**config.mk**
```make
export PLATFORM = sky130hd
export DESIGN_NAME = dds_dac_driver_flat
export DESIGN_NICKNAME = d
export VERILOG_FILES = /design/src/rtl/dds_dac_driver_if.sv /design/src/rtl/dds_dac_driver.sv /design/src/flat_wrapper.sv
export SDC_FILE = /design/constraint.sdc
export NUM_CORES = 1
export LEC_CHECK = 0
export ABC_AREA = 1
export BUFFER_PORTS_ARGS = -buffer_cell sky130_fd_sc_hd__buf_2
export CORE_MARGIN = 2
export CORE_UTILIZATION = 52
export CTS_CLUSTER_DIAMETER = 150
export DETAILED_ROUTE_END_ITERATION = 7
export HOLD_SLACK_MARGIN = 0.15
export PLACE_DENSITY = 0.77
export SLEW_MARGIN = 20
export SYNTH_ARGS = -nofsm -noshare
export SYNTH_HDL_FRONTEND = slang
export SYNTH_SLANG_ARGS = --single-unit
export TNS_END_PERCENT = 30
```
**constraint.sdc**
```tcl
create_clock -name clk -period 1.8 [get_ports clk]
set_input_delay 0.27 -clock clk [delete_from_list [all_inputs] [get_ports clk]]
set_output_delay 0.27 -clock clk [all_outputs]
set_load 0.01 [all_outputs]
```
**src/rtl/dds_dac_driver_if.sv**
```systemverilog
// -----------------------------------------------------------------------------
// dds_dac_driver_if
// Bundles the run control, the four DDS waveform samples, the serial DAC link
// and the frame status of dds_dac_driver.
//   master : the driver side. It takes control and samples in, and drives the
//            DAC link and status out.
//   slave  : the upstream controller / DDS side. It drives control and samples,
//            and observes the DAC link and status.
// Signals:
//   en, wave_sel[1:0], amp[3:0]       run enable, source select, amplitude code
//   sine/square/triangle/sawtooth_wave[7:0]  unsigned waveform samples
//   dac_cs_n, dac_sclk, dac_din        3-wire serial DAC link
//   busy, frame_done, sample_out[7:0]  frame status and last scaled sample
// -----------------------------------------------------------------------------
interface dds_dac_driver_if;
    logic       en;
    logic [1:0] wave_sel;
    logic [3:0] amp;
    logic [7:0] sine_wave;
    logic [7:0] square_wave;
    logic [7:0] triangle_wave;
    logic [7:0] sawtooth_wave;
    logic       dac_cs_n;
    logic       dac_sclk;
    logic       dac_din;
    logic       busy;
    logic       frame_done;
    logic [7:0] sample_out;

    modport master (
        input  en, wave_sel, amp,
        input  sine_wave, square_wave, triangle_wave, sawtooth_wave,
        output dac_cs_n, dac_sclk, dac_din,
        output busy, frame_done, sample_out
    );

    modport slave (
        output en, wave_sel, amp,
        output sine_wave, square_wave, triangle_wave, sawtooth_wave,
        input  dac_cs_n, dac_sclk, dac_din,
        input  busy, frame_done, sample_out
    );
endinterface

```
**src/rtl/dds_dac_driver.sv**
```systemverilog
// -----------------------------------------------------------------------------
// dds_dac_driver
// Output stage behind the DDS block. At the start of every frame it selects one
// of four 8-bit waveform samples, scales it by (amp+1)/16 and sends the frame
// {CTRL_BITS, scaled, 4'b0000} MSB first to a serial DAC. SCLK is low for the
// first CLK_DIV cycles of each bit and high for the second CLK_DIV cycles; the
// DAC samples DIN on the SCLK rising edge.
// Ports:
//   clk    system clock (shared with the DDS block)
//   rst_n  asynchronous active-low reset
//   bus    dds_dac_driver_if.master: control/sample inputs, DAC link, status
// Parameters:
//   CLK_DIV    clk cycles per SCLK half-period, 1..255
//   CTRL_BITS  4 control bits sent ahead of the data byte
// -----------------------------------------------------------------------------
module dds_dac_driver #(
    parameter int         CLK_DIV   = 4,
    parameter logic [3:0] CTRL_BITS = 4'b0000
) (
    input  logic                   clk,
    input  logic                   rst_n,
    dds_dac_driver_if.master       bus
);

    typedef enum logic [1:0] {
        ST_IDLE  = 2'd0,
        ST_LOAD  = 2'd1,
        ST_SHIFT = 2'd2,
        ST_GAP   = 2'd3
    } state_t;

    // Divider count values: last cycle of the low phase (also last GAP cycle),
    // last cycle of a whole bit, and the GAP cycle just before the final one.
    localparam logic [8:0] HALF_END = 9'(CLK_DIV - 1);
    localparam logic [8:0] FULL_END = 9'(2 * CLK_DIV - 1);
    localparam logic [8:0] GAP_PRE  = 9'(CLK_DIV - 2);

    state_t      state_r;
    logic [8:0]  div_cnt_r;
    logic [3:0]  bit_cnt_r;
    logic [14:0] frame_r;      // remaining lower frame bits, next bit at [14]
    logic        cs_n_r;
    logic        sclk_r;
    logic        din_r;
    logic        busy_r;
    logic        frame_done_r;
    logic [7:0]  sample_r;

    logic [7:0]  wave_s;
    logic [4:0]  amp_p1_s;
    logic [11:0] prod_s;
    logic [15:0] frame_s;

    // Select the requested waveform sample and form the scaled frame word.
    always_comb begin
        wave_s = 8'h00;
        case (bus.wave_sel)
            2'd0:    wave_s = bus.sine_wave;
            2'd1:    wave_s = bus.square_wave;
            2'd2:    wave_s = bus.triangle_wave;
            2'd3:    wave_s = bus.sawtooth_wave;
            default: wave_s = 8'h00;
        endcase
        // 255 * 16 = 4080 fits in 12 bits, so the product never wraps.
        amp_p1_s = {1'b0, bus.amp} + 5'd1;
        prod_s   = {4'b0000, wave_s} * {7'b0000000, amp_p1_s};
        // Clearing the low nibble keeps prod_s[11:4] as the data byte and
        // provides the four trailing zero bits of the frame.
        frame_s  = {CTRL_BITS, prod_s} & 16'hFFF0;
    end

    // Frame sequencer: all DAC link and status outputs are registered here.
    always_ff @(posedge clk or negedge rst_n) begin
        if (!rst_n) begin
            state_r      <= ST_IDLE;
            div_cnt_r    <= 9'd0;
            bit_cnt_r    <= 4'd0;
            frame_r      <= 15'd0;
            cs_n_r       <= 1'b1;
            sclk_r       <= 1'b0;
            din_r        <= 1'b0;
            busy_r       <= 1'b0;
            frame_done_r <= 1'b0;
            sample_r     <= 8'h00;
        end else begin
            case (state_r)
                ST_IDLE: begin
                    cs_n_r       <= 1'b1;
                    sclk_r       <= 1'b0;
                    din_r        <= 1'b0;
                    frame_done_r <= 1'b0;
                    div_cnt_r    <= 9'd0;
                    if (bus.en) begin
                        state_r <= ST_LOAD;
                        busy_r  <= 1'b1;
                    end else begin
                        busy_r  <= 1'b0;
                    end
                end
                ST_LOAD: begin
                    sample_r  <= frame_s[11:4];
                    frame_r   <= frame_s[14:0];
                    din_r     <= frame_s[15];
                    cs_n_r    <= 1'b0;
                    sclk_r    <= 1'b0;
                    bit_cnt_r <= 4'd15;
                    div_cnt_r <= 9'd0;
                    state_r   <= ST_SHIFT;
                end
                ST_SHIFT: begin
                    if (div_cnt_r == FULL_END) begin
                        // End of a bit: SCLK falls and DIN moves to the next bit.
                        div_cnt_r <= 9'd0;
                        sclk_r    <= 1'b0;
                        if (bit_cnt_r == 4'd0) begin
                            state_r      <= ST_GAP;
                            cs_n_r       <= 1'b1;
                            din_r        <= 1'b0;
                            // With a one-cycle gap the first GAP cycle is the last.
                            frame_done_r <= (HALF_END == 9'd0);
                        end else begin
                            bit_cnt_r <= bit_cnt_r - 4'd1;
                            din_r     <= frame_r[14];
                            frame_r   <= {frame_r[13:0], 1'b0};
                        end
                    end else begin
                        div_cnt_r <= div_cnt_r + 9'd1;
                        if (div_cnt_r == HALF_END) begin
                            sclk_r <= 1'b1;
                        end else begin
                            sclk_r <= sclk_r;
                        end
                    end
                end
                ST_GAP: begin
                    if (div_cnt_r == HALF_END) begin
                        state_r      <= ST_IDLE;
                        busy_r       <= 1'b0;
                        frame_done_r <= 1'b0;
                        div_cnt_r    <= 9'd0;
                    end else begin
                        div_cnt_r    <= div_cnt_r + 9'd1;
                        frame_done_r <= (div_cnt_r == GAP_PRE);
                    end
                end
                default: begin
                    state_r      <= ST_IDLE;
                    div_cnt_r    <= 9'd0;
                    bit_cnt_r    <= 4'd0;
                    cs_n_r       <= 1'b1;
                    sclk_r       <= 1'b0;
                    din_r        <= 1'b0;
                    busy_r       <= 1'b0;
                    frame_done_r <= 1'b0;
                end
            endcase
        end
    end

    assign bus.dac_cs_n   = cs_n_r;
    assign bus.dac_sclk   = sclk_r;
    assign bus.dac_din    = din_r;
    assign bus.busy       = busy_r;
    assign bus.frame_done = frame_done_r;
    assign bus.sample_out = sample_r;

endmodule

```
**src/flat_wrapper.sv**
```systemverilog
// flat-port wrapper written by rule: the top's interface ports become plain ports
module dds_dac_driver_flat 
#(
    parameter int         CLK_DIV   = 4,
    parameter logic [3:0] CTRL_BITS = 4'b0000
)
  (clk, rst_n, bus_en, bus_wave_sel, bus_amp, bus_sine_wave, bus_square_wave, bus_triangle_wave, bus_sawtooth_wave, bus_dac_cs_n, bus_dac_sclk, bus_dac_din, bus_busy, bus_frame_done, bus_sample_out);
  dds_dac_driver_if bus_i ();
  input  logic clk;
  input  logic rst_n;
  input wire logic [$bits(bus_i.en)-1:0] bus_en;
  input wire logic [$bits(bus_i.wave_sel)-1:0] bus_wave_sel;
  input wire logic [$bits(bus_i.amp)-1:0] bus_amp;
  input wire logic [$bits(bus_i.sine_wave)-1:0] bus_sine_wave;
  input wire logic [$bits(bus_i.square_wave)-1:0] bus_square_wave;
  input wire logic [$bits(bus_i.triangle_wave)-1:0] bus_triangle_wave;
  input wire logic [$bits(bus_i.sawtooth_wave)-1:0] bus_sawtooth_wave;
  output wire logic [$bits(bus_i.dac_cs_n)-1:0] bus_dac_cs_n;
  output wire logic [$bits(bus_i.dac_sclk)-1:0] bus_dac_sclk;
  output wire logic [$bits(bus_i.dac_din)-1:0] bus_dac_din;
  output wire logic [$bits(bus_i.busy)-1:0] bus_busy;
  output wire logic [$bits(bus_i.frame_done)-1:0] bus_frame_done;
  output wire logic [$bits(bus_i.sample_out)-1:0] bus_sample_out;
  assign bus_i.en = bus_en;
  assign bus_i.wave_sel = bus_wave_sel;
  assign bus_i.amp = bus_amp;
  assign bus_i.sine_wave = bus_sine_wave;
  assign bus_i.square_wave = bus_square_wave;
  assign bus_i.triangle_wave = bus_triangle_wave;
  assign bus_i.sawtooth_wave = bus_sawtooth_wave;
  assign bus_dac_cs_n = bus_i.dac_cs_n;
  assign bus_dac_sclk = bus_i.dac_sclk;
  assign bus_dac_din = bus_i.dac_din;
  assign bus_busy = bus_i.busy;
  assign bus_frame_done = bus_i.frame_done;
  assign bus_sample_out = bus_i.sample_out;
  dds_dac_driver #(.CLK_DIV(CLK_DIV), .CTRL_BITS(CTRL_BITS)) u_core (.clk(clk), .rst_n(rst_n), .bus(bus_i));
endmodule
```
==> results.toml, run 1 <==
[run_status]
status = "complete, but fails checks"
violations = "negative setup slack"

[route]
wl_met3_um = 362
top_layer_used = "met4"
route.detailed.drc = 0
final_antenna_net_count = 0
drt_iter0_drc = 182
met1_length_um = 3490
vias = 3095
wl_met2_um = 3770
viasPerCell = 5.04
routedWlPerCell_um = 12.6
postRouteWirelength_um = 7710
firstDrtPassIters = 5

[floorplan]
die_h_um = 83.1
die-area_mm2 = 0.00691
core-area_mm2 = 0.00599
row_count = 28
initial_utilization = 0.544
die_w_um = 83.1
num_io_pins = 54

[global_route]
grt_pass1_wl_um = 13600
grt_max_degree = 40
first_global_vias = 3078
overflow = 0
grt_antenna_before_repair = 0
track_usage = 0.237

[timing]
maxSlewHeadroom = 0.673
timing.fmax_mhz = 283
fin_crit_sh = 1.97
finalHoldViolCount = 0
worst_pin_slew_ps = 491
slew_violations = 0
finalClockSkew_ps = 8.93
fin_crit_ps = 3540
final-setup-viol-count = 17
rsz0062_at_grt = "yes"
timing.hold.ws_ps = 411
layout_setup_ws_ps = -1740

[layout]
nets = 623
utilization = 0.756
syn2layout_area_growth_pct = 39.0
final_common_cell = "nand2_1"
regArea_um2 = 977
final_cell_mix = "76 x nand2_1, 75 x inv_1, 54 x buf_4, 49 x buf_2, 38 x dfrtp_1"
drive_above_1_share = 0.362
antenna_cells = 0
fill_cells = 414
multi_input_area_mm2 = 0.00224

[run]
maxCapViolations = 0

[synthesis]
synthesis.area_mm2 = 0.00326
ys.flop_type = "dfrtp_1"
yosysTopAreaCell = "dfrtp_1"
ys_seq_area_frac = 0.300
syn_inst = 421
synth_edf_count = 0
yosysWarnings = 0
yosysUniqueCellTypes = 41
synth_compound_gate_area_share = 0.112
synth_top_family_by_area = "simple AND/OR/NAND/NOR gates"
synth_simple_gate_area_frac = 0.247
muxShareOfSynthArea = 0
ys_async_sr_fraction = 1.00
yosys-top-cells-area = "dfrtp_1 29%, ha_1 11%, fa_1 9.8%"
avgSynthCellArea_um2 = 7.74
syn-num-nets = 506
synthXorXnorAreaFrac = 0.0319
synthAdderAreaFrac = 0.206
synth_top_area_frac = 0.292
synth-seq-cells = 39

[clock_network]
clock_path_buffers = 2
cts_max_level = 2
root_buffer = "clkbuf_8"
cts.sinks = 39
clock_latency_ps = 290
cts_buffers = 5
path_clk_slew_ps = 80
cts_tree = "yes"

[worst_setup_path]
critPathSlowestCell = "fa_1"
path_class = "in2reg"
cp_common_cell = "fa_1"
critPathBufInv = 3
crit_family = "adder cells"
start_kind = "primary input"
cp.required_ps = 1980
critPathMaxFanout = 8
cp-end-kind = "flop"
crit_path_cell_trace = "buf_12 > inv_8 > nor2_4 > a221oi_2 > nand2_1 > o21ai_2 > or2_4 > fa_1 > fa_1 > fa_1 > inv_2 > ha_4 > a21oi_2 > nor2_1 > a211oi_2 > nand2_2 > a21oi_2 > nand2_1 > nand3_1 > nand3_1"
worstPathArrival_ps = 3720
max_stage_delay_ps = 530

[pwr]
ir_drop_uv = 876
p_leak_nw = 2.38
power.total_mw = 5.16
pwr_density_cell_mw_per_mm2 = 1140

[place]
place.port_buffers = 53
post-place-ws_ps = -2170
hpwl_um = 6110
gp_congestion = 0.837

[hold_path]
hold_class = "in2reg"
worst paths after layout:
path	from	to	slack, ps	cells after the start
max in group asynchronous	rst_n	u_core.bus.dac_cs_n	870	3
worst max register to register	u_core.state_r[0]	u_core.bit_cnt_r[3]	0	9
worst min-delay path	bus_en	u_core.bus.busy	410	4
worst max-delay path	bus_wave_sel[1]	u_core.frame_r[11]	-1740	20
min in group asynchronous	rst_n	u_core.bus.sample_out[3]	560	3
worst min register to register	u_core.bus.sample_out[4]	u_core.bus.sample_out[4]	480	2
flip-flops by register name (all words and copies together) (netlist names):
signal and flops:
u_core.state_r 2, u_core.bus.frame_done 1, u_core.bus.dac_sclk 1, u_core.bus.sample_out 8, u_core.bus.dac_din 1, u_core.frame_r 11, u_core.bus.busy 1, u_core.div_cnt_r 9
u_core.bus.dac_cs_n 1, u_core.bit_cnt_r 4
routing by layer:
metal | track usage | vias to the layer above
li1 | - | 1572
met1 | 0.311 | 1426
met2 | 0.405 | 86
met3 | 0.0467 | 11
met4 | 0.0522 | 0
met5 | 0 | -
where the power goes:
| part | switching, mW | total (mW) | internal (mW) |
|---|---|---|---|
| registers | 0.143 | 1.29 | 1.14 |
| clock network | 0.308 | 0.721 | 0.413 |
| logic | 1.73 | 3.15 | 1.42 |
stage by stage:
| step | cells | area [um^2] | setup TNS (ps) |
|---|---|---|---|
| after CTS | 613 | 4420 | -25870 |
| after global routing | 614 | 4530 | -28860 |
| final | 614 | 4530 | -25750 |
| after detailed placement | 599 | 4150 | -32460 |
| after global placement | 599 | 4150 | -30830 |
| after floorplan | 421 | 3390 | -25260 |
cells in the mapped netlist, types with 2 or more instances:
cell	n
o21ai_0	18
o31ai_1	4
inv_1	79
nor3_1	8
ha_1	28
a221oi_1	5
nand3_2	2
nor2_4	2
fa_1	16
nand3b_1	2
o22ai_1	6
nand3_1	21
nand2_1	82
nor2_1	40
nand4_1	4
a21oi_1	13
nor2_2	3
o21bai_1	3
dfrtp_1	38
nand2_2	7
o21ai_1	6
inv_2	7
xor2_1	7
xnor2_1	3
kinds of logic (layout without fill, tap and decap cells):
| group | count (synthesis) | in the layout |
|---|---|---|
| AND/OR/NAND/NOR | 177 | 177 |
| buffers and inverters | 89 | 207 |
| AO/OA/AOI/OAI | 61 | 61 |
| adder cells (fa/ha/maj) | 44 | 44 |
| flip-flops | 39 | 39 |
| XOR/XNOR | 11 | 11 |
area by class of cell:
| type | count | area share |
|---|---|---|
| Multi-Input combinational cell | 293 | 0.495 |
| Clock inverter | 3 | 0.00967 |
| Tap cell | 75 | 0.0207 |
| Timing Repair Buffer | 111 | 0.167 |
| Inverter | 88 | 0.0763 |
| Sequential cell | 39 | 0.216 |
| Clock buffer | 5 | 0.0152 |
worst min-delay path, cell delays in order:
cell and delay [ps]:
buf_2 70, nor2_1 50, o21a_1 160, nor2_1 100
timing repair:
item,CTS,global route
endpoints found under the hold margin,38,0
pin swaps,21,6
endpoints found under the setup margin,16,30
hold buffers,1,0
buffers inserted,5,1
resized for setup,22,22
Note: power is estimated with default switching activity, not from simulation.
==> inputs of run 2 (changes only) <==
Settings changed: ABC_AREA 1 to default, PLACE_DENSITY 0.77 to 0.78, SETUP_SLACK_MARGIN from default to 0.15.
==> results.toml, run 2 <==
[place]
hpwl_um = 5920
placed_cell_area_mm2 = 0.00411
gp_congestion = 0.867
place.port_buffers = 53

[clock_network]
cts.sinks = 39
clock_path_buffers = 2
cts_max_level = 2
clock_latency_ps = 300
cts_tree = "yes"
cts_buffers = 5
path_clk_slew_ps = 80
root_buffer = "clkbuf_8"

[layout]
final_common_cell = "buf_4"
syn2layout_area_growth_pct = 38.9
antenna_cells = 0
fill_cells = 394
regMostFlops = "u_core.frame_r"
final_cell_mix = "68 x buf_4, 51 x buf_2, 38 x dfrtp_1, 35 x nand2_1, 32 x inv_1"
largest_reg_flops = 11
drive_above_1_share = 0.410
nets = 550
final_area_mm2 = 0.00449
utilization = 0.754

[global_route]
grt_antenna_before_repair = 0
grt_max_degree = 22
overflow = 0
first_global_vias = 3019
grt_pass1_wl_um = 13200
track_usage = 0.231

[synthesis]
synth_top_area_frac = 0.294
yosysTopAreaCell = "dfrtp_1"
syn_inst = 346
ys_seq_area_frac = 0.302
yosysUniqueCellTypes = 47
ys_async_sr_fraction = 1.00
synth-seq-cells = 39
synth_common_cells = "38 x dfrtp_1, 38 x nand2_1, 36 x inv_1"
synthesis.area_mm2 = 0.00323
ys.flop_type = "dfrtp_1"
avgSynthCellArea_um2 = 9.34
yosys-top-cells-area = "dfrtp_1 29%, ha_1 11%, fa_1 9.9%"
synth_edf_count = 0
yosysWarnings = 0
syn-num-nets = 431

[route]
viasPerCell = 5.48
drt_iter0_drc = 89
postRouteWirelength_um = 7890
routedWlPerCell_um = 14.6
firstDrtPassIters = 4
final_antenna_net_count = 0
route.detailed.drc = 0
vias = 2964

[timing]
fin_crit_ps = 3740
finalClockSkew_ps = 13.8
setup_tns_ps = -28260
maxSlewHeadroom = 0.699
final-setup-viol-count = 16
worst_pin_slew_ps = 451
timing.fmax_mhz = 267
timing.hold.ws_ps = 273
finalHoldViolCount = 0
rsz0062_at_grt = "yes"
slew_violations = 0
fin_crit_sh = 2.08
layout_setup_ws_ps = -1940

[worst_setup_path]
crit_path_cell_trace = "buf_2 > ha_4 > xor2_4 > buf_4 > and2_4 > fa_1 > fa_1 > inv_1 > fa_1 > inv_1 > ha_4 > a21o_1 > a21oi_2 > o22ai_2 > nor3_2 > xor2_1 > o21ai_1"
cp-end-kind = "flop"
cp-startpoint = "bus_amp[0]"
path_class = "in2reg"
start_kind = "primary input"
timing.rr.start = "u_core.div_cnt_r[7]"
cp_common_cell = "fa_1"
critPathMaxFanout = 4
worstPathArrival_ps = 3910
critPathSlowestCell = "fa_1"
cp.required_ps = 1970
max_stage_delay_ps = 500

[pwr]
power_frac_comb = 0.566
pwr_density_cell_mw_per_mm2 = 869
p_int_mw = 2.40
p_leak_nw = 2.24
p_seq_frac = 0.285
p_switching_mw = 1.50
swShare = 0.384
power.total_mw = 3.90
p_clk_frac = 0.149
ir_drop_uv = 682

[floorplan]
initial_utilization = 0.543
die_h_um = 82.8
num_io_pins = 54
die-area_mm2 = 0.00686
die_w_um = 82.8
core-area_mm2 = 0.00596
row_count = 28

[run_status]
status = "complete, but fails checks"
violations = "negative setup slack"

[run]
maxCapViolations = 0

[hold_path]
hold_class = "in2reg"
hold_start = "bus_en"
[run 2: worst max-delay path, delay by kind of cell]
family          cells  cell delay [ps]
simple gates        2              340
xor+xnor            2              420
buf+inv             4              390
compound gates      4              590
fa+ha+maj           5             1880
[run 2: area by class of cell]
| type | instances | area, um^2 | share of cell area |
|---|---|---|---|
| Clock buffer | 6 | 72.6 | 0.0162 |
| Clock inverter | 2 | 12.5 | 0.00279 |
| Inverter | 36 | 135 | 0.0301 |
| Multi-Input combinational cell | 258 | 2350 | 0.523 |
| Sequential cell | 39 | 977 | 0.218 |
| Tap cell | 75 | 93.8 | 0.0209 |
| Timing Repair Buffer | 125 | 850 | 0.189 |
[run 2: kinds of logic (layout without fill, tap and decap cells)]
| group | after synthesis | count (layout) | synth area share |
|---|---|---|---|
| xor+xnor | 20 | 20 | 0.0542 |
| mux | 13 | 13 | 0.0689 |
| buf+inv | 49 | 169 | 0.0585 |
| flops | 39 | 39 | 0.302 |
| compound gates | 51 | 51 | 0.103 |
| simple gates | 130 | 130 | 0.206 |
| fa+ha+maj | 44 | 44 | 0.208 |
[run 2: layer usage]
layer | track usage | wire (um) | part of all wire
met1 | 0.253 | 2950 | 0.37
met2 | 0.458 | 4490 | 0.57
met3 | 0.0348 | 306 | 0.039
met4 | 0.0626 | 149 | 0.019
met5 | 0 | 0 | 0
[run 2: worst paths after layout]
check	to	depth (start not counted)	slack, ps
max in group asynchronous	u_core.div_cnt_r[3]	3	830
worst max-delay path	u_core.bus.sample_out[6]	17	-1940
min in group asynchronous	u_core.bus.busy	2	440
worst max register to register	u_core.frame_r[8]	6	-70
worst min register to register	u_core.frame_r[14]	2	480
worst min-delay path	u_core.bus.busy	3	270
[run 2: what timing repair did]
item | CTS | global route
endpoints found under the setup margin | 38 | 38
hold buffers | 1 | 0
endpoints found under the hold margin | 18 | 0
cloned | 0 | 0
gates resized for setup | 46 | 12
setup buffers | 3 | 1
pin swaps | 39 | 19
[run 2: per-stage QoR]
step	setup WS, ps	instances
final	-1940	541
after global routing	-2170	541
after CTS	-1980	540
after detailed placement	-2450	528
after global placement	-2330	528
after floorplan	-2220	346
[run 2: power by group through the flow]
stage / clock (mW) / sequential, mW / combinational [mW]
final: 0.581 / 1.11 / 2.21
after global routing: 0.628 / 1.13 / 2.41
after CTS: 0.589 / 1.11 / 2.13
after detailed placement: 0 / 1.13 / 1.89
after global placement: 0 / 1.12 / 1.81
after floorplan: 0 / 1.16 / 1.18
